**src/rtl/dcache_pkg.sv**
```systemverilog
// Shared types and field geometry for the L1 data-cache controller.
package dcache_pkg;

    localparam int ADDR_W    = 32;
    localparam int WORD_W    = 32;
    localparam int LINE_W    = 256;
    localparam int INDEX_W   = 4;
    localparam int OFFSET_W  = 5;
    localparam int SEL_W     = 3;
    localparam int TAG_W     = 23;
    localparam int STAG_W    = 25;
    localparam int VALID_BIT = 24;
    localparam int DIRTY_BIT = 23;

    typedef enum logic [2:0] {
        IDLE,
        MISS,
        WRITEBACK,
        READMISS,
        READMISSOK
    } state_e;

    function automatic logic [ADDR_W-1:0] line_addr(input logic [TAG_W-1:0]   tag,
                                                    input logic [INDEX_W-1:0] idx);
        return {tag, idx, {OFFSET_W{1'b0}}};
    endfunction

endpackage

```
**src/rtl/dcache_word_merge.sv**
```systemverilog
// Extracts one 32-bit word from a cache line and builds the same line with that word replaced.
module dcache_word_merge
    import dcache_pkg::*;
(
    input  logic [LINE_W-1:0] line_i,
    input  logic [SEL_W-1:0]  sel_i,
    input  logic [WORD_W-1:0] word_i,
    output logic [WORD_W-1:0] word_o,
    output logic [LINE_W-1:0] line_o
);

    logic [7:0] bit_base;

    assign bit_base = {sel_i, 5'b0_0000};
    assign word_o   = line_i[bit_base +: WORD_W];

    always_comb begin
        line_o                      = line_i;
        line_o[bit_base +: WORD_W]  = word_i;
    end

endmodule

```
**src/rtl/dcache_controller.sv**
```systemverilog
// L1 data-cache controller: hit detection, CPU stall, dirty-victim writeback and line refill
// against a 2-way LRU tag/data SRAM and a 256-bit memory port.
module dcache_controller
    import dcache_pkg::*;
(
    input  logic                clk_i,
    input  logic                rst_i,
    input  logic [ADDR_W-1:0]   cpu_addr_i,
    input  logic [WORD_W-1:0]   cpu_data_i,
    input  logic                cpu_MemRead_i,
    input  logic                cpu_MemWrite_i,
    output logic [WORD_W-1:0]   cpu_data_o,
    output logic                cpu_stall_o,
    output logic [INDEX_W-1:0]  sram_addr_o,
    output logic [STAG_W-1:0]   sram_tag_o,
    output logic [LINE_W-1:0]   sram_data_o,
    output logic                sram_enable_o,
    output logic                sram_write_o,
    input  logic [STAG_W-1:0]   sram_tag_i,
    input  logic [LINE_W-1:0]   sram_data_i,
    input  logic                sram_hit_i,
    output logic [ADDR_W-1:0]   mem_addr_o,
    output logic [LINE_W-1:0]   mem_data_o,
    output logic                mem_enable_o,
    output logic                mem_write_o,
    input  logic [LINE_W-1:0]   mem_data_i,
    input  logic                mem_ack_i
);

    state_e              state_q, state_d;
    logic                mem_enable_q, mem_enable_d;
    logic                mem_write_q, mem_write_d;
    logic [ADDR_W-1:0]   mem_addr_q, mem_addr_d;
    logic [LINE_W-1:0]   mem_data_q, mem_data_d;

    logic                req;
    logic [INDEX_W-1:0]  index;
    logic [TAG_W-1:0]    cpu_tag;
    logic [SEL_W-1:0]    word_sel;
    logic [WORD_W-1:0]   hit_word;
    logic [LINE_W-1:0]   merged_line;
    logic                unused_byte_offset;

    assign req                = cpu_MemRead_i | cpu_MemWrite_i;
    assign index              = cpu_addr_i[OFFSET_W +: INDEX_W];
    assign cpu_tag            = cpu_addr_i[ADDR_W-1 -: TAG_W];
    assign word_sel           = cpu_addr_i[OFFSET_W-1:2];
    assign unused_byte_offset = ^cpu_addr_i[1:0];

    dcache_word_merge u_word_merge (
        .line_i (sram_data_i),
        .sel_i  (word_sel),
        .word_i (cpu_data_i),
        .word_o (hit_word),
        .line_o (merged_line)
    );

    assign cpu_data_o    = sram_hit_i ? hit_word : '0;
    assign cpu_stall_o   = req & ~((state_q == IDLE) & sram_hit_i);
    assign sram_enable_o = req;
    assign sram_addr_o   = index;

    assign mem_enable_o  = mem_enable_q;
    assign mem_write_o   = mem_write_q;
    assign mem_addr_o    = mem_addr_q;
    assign mem_data_o    = mem_data_q;

    // NOTE: state registers use non-blocking assignments so every flop samples pre-edge values.
    always_ff @(posedge clk_i or negedge rst_i) begin
        if (!rst_i) begin
            state_q      <= IDLE;
            mem_enable_q <= 1'b0;
            mem_write_q  <= 1'b0;
            mem_addr_q   <= '0;
            mem_data_q   <= '0;
        end else begin
            state_q      <= state_d;
            mem_enable_q <= mem_enable_d;
            mem_write_q  <= mem_write_d;
            mem_addr_q   <= mem_addr_d;
            mem_data_q   <= mem_data_d;
        end
    end

    // NOTE: every output of this block gets a default first, so no path can infer a latch.
    always_comb begin
        state_d      = state_q;
        mem_enable_d = mem_enable_q;
        mem_write_d  = mem_write_q;
        mem_addr_d   = mem_addr_q;
        mem_data_d   = mem_data_q;
        sram_write_o = 1'b0;
        sram_tag_o   = {2'b00, cpu_tag};
        sram_data_o  = sram_data_i;

        unique case (state_q)
            IDLE: begin
                if (req && sram_hit_i && cpu_MemWrite_i) begin
                    sram_write_o = 1'b1;
                    sram_tag_o   = {2'b11, cpu_tag};
                    sram_data_o  = merged_line;
                end else if (req && !sram_hit_i) begin
                    state_d = MISS;
                end
            end
            MISS: begin
                mem_enable_d = 1'b1;
                // On a miss the SRAM presents the LRU victim, which is the way the refill replaces.
                if (sram_tag_i[VALID_BIT] && sram_tag_i[DIRTY_BIT]) begin
                    state_d     = WRITEBACK;
                    mem_write_d = 1'b1;
                    mem_addr_d  = line_addr(sram_tag_i[TAG_W-1:0], index);
                    mem_data_d  = sram_data_i;
                end else begin
                    state_d     = READMISS;
                    mem_write_d = 1'b0;
                    mem_addr_d  = line_addr(cpu_tag, index);
                end
            end
            WRITEBACK: begin
                if (mem_ack_i) begin
                    state_d     = READMISS;
                    mem_write_d = 1'b0;
                    mem_addr_d  = line_addr(cpu_tag, index);
                end
            end
            READMISS: begin
                if (mem_ack_i) begin
                    sram_write_o = 1'b1;
                    sram_tag_o   = {2'b10, cpu_tag};
                    sram_data_o  = mem_data_i;
                    mem_enable_d = 1'b0;
                    state_d      = READMISSOK;
                end
            end
            READMISSOK: state_d = IDLE;
            default:    state_d = IDLE;
        endcase
    end

endmodule
```
**config.mk**
```make
export PLATFORM = sky130hd
export DESIGN_NAME = dcache_controller
export DESIGN_NICKNAME = d
export VERILOG_FILES = /design/src/rtl/dcache_pkg.sv /design/src/rtl/dcache_word_merge.sv /design/src/rtl/dcache_controller.sv
export SDC_FILE = /design/constraint.sdc
export NUM_CORES = 1
export LEC_CHECK = 0
export BUFFER_PORTS_ARGS = -buffer_cell sky130_fd_sc_hd__buf_2
export CAP_MARGIN = 20
export CELL_PAD_IN_SITES_DETAIL_PLACEMENT = 1
export CELL_PAD_IN_SITES_GLOBAL_PLACEMENT = 2
export CORE_AREA = 8 8 463 465
export CTS_CLUSTER_SIZE = 25
export DETAILED_ROUTE_END_ITERATION = 16
export DIE_AREA = 0 0 471 473
export PLACE_DENSITY_LB_ADDON = 0.1
export SLEW_MARGIN = 5
export SYNTH_ARGS = -nofsm -noshare
export SYNTH_HDL_FRONTEND = slang
export SYNTH_HIERARCHICAL = 1
export SYNTH_SLANG_ARGS = --single-unit
```
**constraint.sdc**
```tcl
create_clock -name clk_i -period 3.4 [get_ports clk_i]
set_input_delay 0.17 -clock clk_i [delete_from_list [all_inputs] [get_ports clk_i]]
set_output_delay 0.17 -clock clk_i [all_outputs]
set_load 0.05 [all_outputs]
```
Yosys cells after proc, flatten, opt, wreduce, memory -nomap -nowiden
Index checks and enable logic that the tools add are counted.
Cells by class
  $add $sub $neg: 1
  multiplexer cells: 24
  div/mod/pow operators: 0
  shift operators: 3
  bitwise logic cells: 4
  equal/unequal tests: 7
  reductions and logical operators: 12
  multiply operators: 0
  magnitude comparators: 0
Operators by type and width (number)
  2-to-1 mux 256 bit: 2
  one-hot mux 256 bit (2 select lines): 1
  bitwise mux 256 bit: 1
  variable shift 32 x 10 -> 256 bit, first input constant: 1
  variable part select 256 x 9 -> 32 bit: 1
  variable part select 32 x 10 -> 256 bit: 1
  2-to-1 mux 32 bit: 3
  one-hot mux 32 bit (2 select lines): 1
  2-to-1 mux 25 bit: 2
  one-hot mux 25 bit (2 select lines): 1
  2-to-1 mux 3 bit: 4
  one-hot mux 3 bit (4 select lines): 1
  negation 8 -> 10 bit: 1
  equality test 3 x 2 -> 1 bit, second input constant: 2
  inequality test 2 bit, second input constant: 3
  one-hot mux 1 bit (2 select lines): 3
  AND reduction 2 bit: 3
  2-to-1 mux 1 bit: 5
  logical AND 1 bit: 4
  AND reduction 4 bit: 1
  nonzero test 2 bit: 2
  equality test 3 x 1 -> 1 bit, second input constant: 1
  zero test 3 bit: 1
  AND 1 bit: 2
  4 further kinds: 4
Storage, ports and cells
  bits in latches: 0
  memories kept: 0
  memory bits (read-only): 0
  register bits after elaboration: 293
  input port bits: 607
  word-level logic and storage cells: 56
  bits in writable memories: 0
  output and inout port bits: 610

Depth between registers and ports, before layout
  depth in word-level cells: 5
  mapped depth: 12
  mapped depth without buffers: 8

By module
Netlist, hierarchy kept.
Modules (own cells, without submodules)
  dcache_controller: seq. area each 7206.9 um2, cells an instance 1604, instances 1, area each 17072.6 um2
  dcache_word_merge: seq. area each 0.0 um2, cells an instance 593, instances 1, area each 5803.1 um2

Worst setup path before layout
No wires, ideal clock.
  path type: input to output
  from: in cpu_addr_i[3]
  to: out sram_data_o[204]
  path buffers: 4
  data required time: 3.230 ns
  data arrival time: 2.919 ns
  stages on the path: 11
  setup slack: 0.311 ns
  cells stage by stage: buf_2 > inv_1 > buf_1 > ha_1 > ha_1 > buf_2 > nor3b_2 > buf_2 > mux2_2 > a22oi_1 > o21ai_0
On the way
  cells in the longest elaborated chain, start to end: 5
  elaborated cells between the ends (all ways): 6
  classes of those cells: 1 x add/sub; 2 x shift; 3 x mux
RTL lines
  start: declaration: line dcache_controller.sv:8  | input logic [ADDR_W-1:0] cpu_addr_i,
  negation 8 -> 10 bit *: line dcache_word_merge.sv:19  | line_o[bit_base +: WORD_W] = word_i;
  variable part select 32 x 10 -> 256 bit or variable shift 32 x 10 -> 256 bit (tied branches): line dcache_word_merge.sv:19
  bitwise mux 256 bit *: line dcache_word_merge.sv:19
  via merged_line[204]: line dcache_controller.sv:41  | logic [LINE_W-1:0] merged_line;
  2-to-1 mux 256 bit *: line dcache_controller.sv:98  | if (req && sram_hit_i && cpu_MemWrite_i) begin
  one-hot mux 256 bit (2 select lines) *: line dcache_controller.sv:96  | unique case (state_q)
  end: declaration: line dcache_controller.sv:16  | output logic [LINE_W-1:0] sram_data_o,
The timed path passes the listed nets; every way through them passes the cells marked *.

Final worst setup path
  from: reg state_q[2]
  to: out sram_data_o[249]
On the way
  cells in the longest elaborated chain, start to end: 2
  elaborated cells between the ends (all ways): 3
  classes of those cells: 1 x eq/ne; 1 x mux; 1 x reduce/logical
RTL lines
  start: declaration: line dcache_controller.sv:30  | state_e state_q, state_d;
  start signal: assignment: line dcache_controller.sv:77  | state_q <= state_d;
  equality test 3 x 2 -> 1 bit or zero test 3 bit (tied branches): line dcache_controller.sv:96
  one-hot mux 256 bit (2 select lines) *: line dcache_controller.sv:96
Every way passes the cells marked *; elsewhere a longest branch is shown, timed or not.

==> impl_metrics.toml <==
[placed_design]
place_ws_ps = 90.6
routabilityCongestion = 0.793
hpwl_um = 170000
port_buffers = 1209

[sta]
report.final.hold_viol_count = 0
period_share_pct = 95.8
setup_viol = 0
fin_skew_ps = 31.5
tns_ps = 0
fin_ws_ps = 144
post-route-min-period_ps = 3260
worst_pin_slew_ps = 890
rsz0062_at_grt = "no"
relSlewSlack_pct = 40.1
slew_violations = 0
holdWs_ps = 199
fmax_ghz = 0.307

[setup_path]
ff2ff_setup_slack_ps = 1050
r2r_start = "state_q[0]"
ff2ff_path_depth = 7
criticalPathCategory = "flip-flop to primary output"
path_max_fanout = 48
r2r-end = "mem_addr_o[18]"
worstPathRequired_ps = 3230
crit_arrival_ps = 3090
cp-end-kind = "primary output"
worstSetupStartpointType = "flip-flop"

[synthesis]
ys_seq_area_share_pct = 31.5
syn-cell-area_sq_mm = 0.0229
synthCells = 2197
synth_flop_cell = "dfrtp_1"
synth_area_leader_cell = "dfrtp_1"
syn_area_per_cell_sq_um = 10.4
yosys_register_bits = 288
synth-edff-count = 0
yosysTopAreaCellShare_pct = 31.5
synthTopCellsByArea = "dfrtp_1 (32%), mux2_4 (15%), mux2_2 (14%), a22oi_1 (8.4%), mux4_2 (6.3%)"
yosysWarnings = 6
ys_types = 41
async_reset_ff_share_pct = 100

[clock_network]
insertion_delay_ps = 650
post_cts_buffers = 0
root_buffer = "clkbuf_16"
clockBufferDepth = 3
clock_sink_count = 288
clk_pin_slew_ps = 60
cts_buffers = 49
htree_levels = 2
cts_tree = "built"

[route]
via_count = 24500
first_pass_iters = 5
viasPerCell = 3.81
routed_wirelength_um = 213000
drtAntennaViolNets = 0
avgRoutedWirePerCell_um = 33.1
drtIter0Drc = 1044
drc = 0

[layout]
drive_gt1_share_pct = 53.8
final_nets = 4273
areaGrowthSynthToFinish_pct = 63.9

[global_route]
antenna_found_initial = 111
grt_first_pass_wirelength_um = 280000
globalRouteTotalUtil_pct = 18.3
grt_overflow = 0
grt_max_degree = 70
grt_pass1_vias = 27100

[run_status]
status = "finished, final reports clean"

[floorplanning]
die_h_um = 473
die_x_um = 471
core_sq_mm = 0.206
rows = 167
start_util_pct = 11.1
io_pins = 1217
fp.dieArea_sq_mm = 0.223

[flow_run]
maxCapViolCount = 0

[power_and_ir_drop]
powerDensity_mw_per_mm2 = 925
p_leak_nw = 18.0
ir_drop_v = 0.000342

[hold_path]
hold_class = "primary input to async pin"
sequential cells by signal (all words and copies together) (netlist names):
register and flops:
state_q 3, mem_data_o 256, mem_write_o 1, mem_enable_o 1, mem_addr_o 27
layout make-up:
type                            instances  area (sq um)
Sequential cell                       288          7210
Antenna cell                           20          50.0
Tap cell                             2704          3380
Timing Repair Buffer                 1624         10900
Multi-Input combinational cell       1435         13400
Clock buffer                           73          1440
Fill cell                           24100        169000
Inverter                              262           985
Clock inverter                         15           174
synthesized netlist by cell type, types with 3 or more instances:
master,instances
mux2_4,229
a22oi_1,256
buf_2,50
a21oi_1,24
nand3b_1,3
nand2_1,100
mux2_2,285
inv_1,262
nor2_1,28
buf_1,4
o21ai_0,169
mux4_2,64
ha_1,6
and2_1,128
buf_6,41
nor3b_2,3
mux2i_1,24
buf_4,61
o21ai_1,91
clkbuf_1,60
dfrtp_1,288
logic make-up (layout without fill, tap and decap cells):
| kind of cell | count (synthesis) | after routing | share of synthesized area [%] |
|---|---|---|---|
| xor+xnor | 1 | 1 | 0.0383 |
| other cells | 1 | 25 | 0.0164 |
| mux | 602 | 602 | 36.4 |
| compound gates | 547 | 547 | 14.9 |
| buf+inv | 478 | 1974 | 10.5 |
| fa+ha+maj | 6 | 6 | 0.328 |
| simple gates | 274 | 274 | 6.34 |
| flops | 288 | 288 | 31.5 |
stage by stage:
step | instance area [sq um] | util [%] | cells | power (W)
after floorplan | 22900 | - | 2201 | 0.0213
after global placement | 32700 | 15.9 | 6005 | 0.0295
after detailed placement | 32700 | 15.9 | 6005 | 0.0295
after CTS | 37400 | 18.1 | 6401 | 0.0355
after global routing | 37500 | 18.2 | 6413 | 0.0364
final | 37500 | 18.2 | 6421 | 0.0347
report_power, final:
group | total [W] | internal, W | switching (W)
combinational | 0.0233 | 0.00633 | 0.0169
sequential | 0.00611 | 0.00514 | 0.000968
clock | 0.00531 | 0.00313 | 0.00218
total | 0.0347 | 0.0146 | 0.0201
routing by layer:
layer	share of wire (%)	GRT usage [%]
met1	41	21.8
met2	49	32.5
met3	7.0	5.60
met4	2.1	3.54
met5	0.13	0
layout by cell type (no fill, tap or decap), types with 23 or more instances in the layout:
master            n
mux2_2          285
and2_1          127
buf_4            60
buf_2          1184
o21ai_1          91
a21oi_1          23
inv_1           261
nor2_1           27
nand2_1         100
o21ai_0         169
dfrtp_1         288
mux4_2           64
clkbuf_16        50
mux2i_1          24
dlygate4sd3_1   308
mux2_4          229
a22oi_1         256
buf_12           66
worst max-delay path by stage:
| stage | start | slack (ps) | to |
|---|---|---|---|
| floorplan | cpu_addr_i[3] | 310 | sram_data_o[204] |
| CTS | state_q[2] | 20 | sram_data_o[214] |
| detailed placement | cpu_addr_i[2] | 90 | sram_data_o[51] |
| global placement | cpu_addr_i[2] | 110 | sram_data_o[51] |
| finish | state_q[2] | 140 | sram_data_o[249] |
| global route | state_q[2] | 30 | sram_data_o[249] |
worst max-delay path: stages, from the launching register on:
cell and delay (ps):
dfrtp_1 540, nand2b_4 230, nor2_4 70, or2_4 310, buf_12 190, o21ai_0 760
buf_12 230
repair_timing:
item	in CTS	in global routing
hold buffers	308	0
endpoints found under the setup margin	50	0
gates resized for setup	4	0
endpoints found under the hold margin	342	0
(Power assumes the default switching activity.)
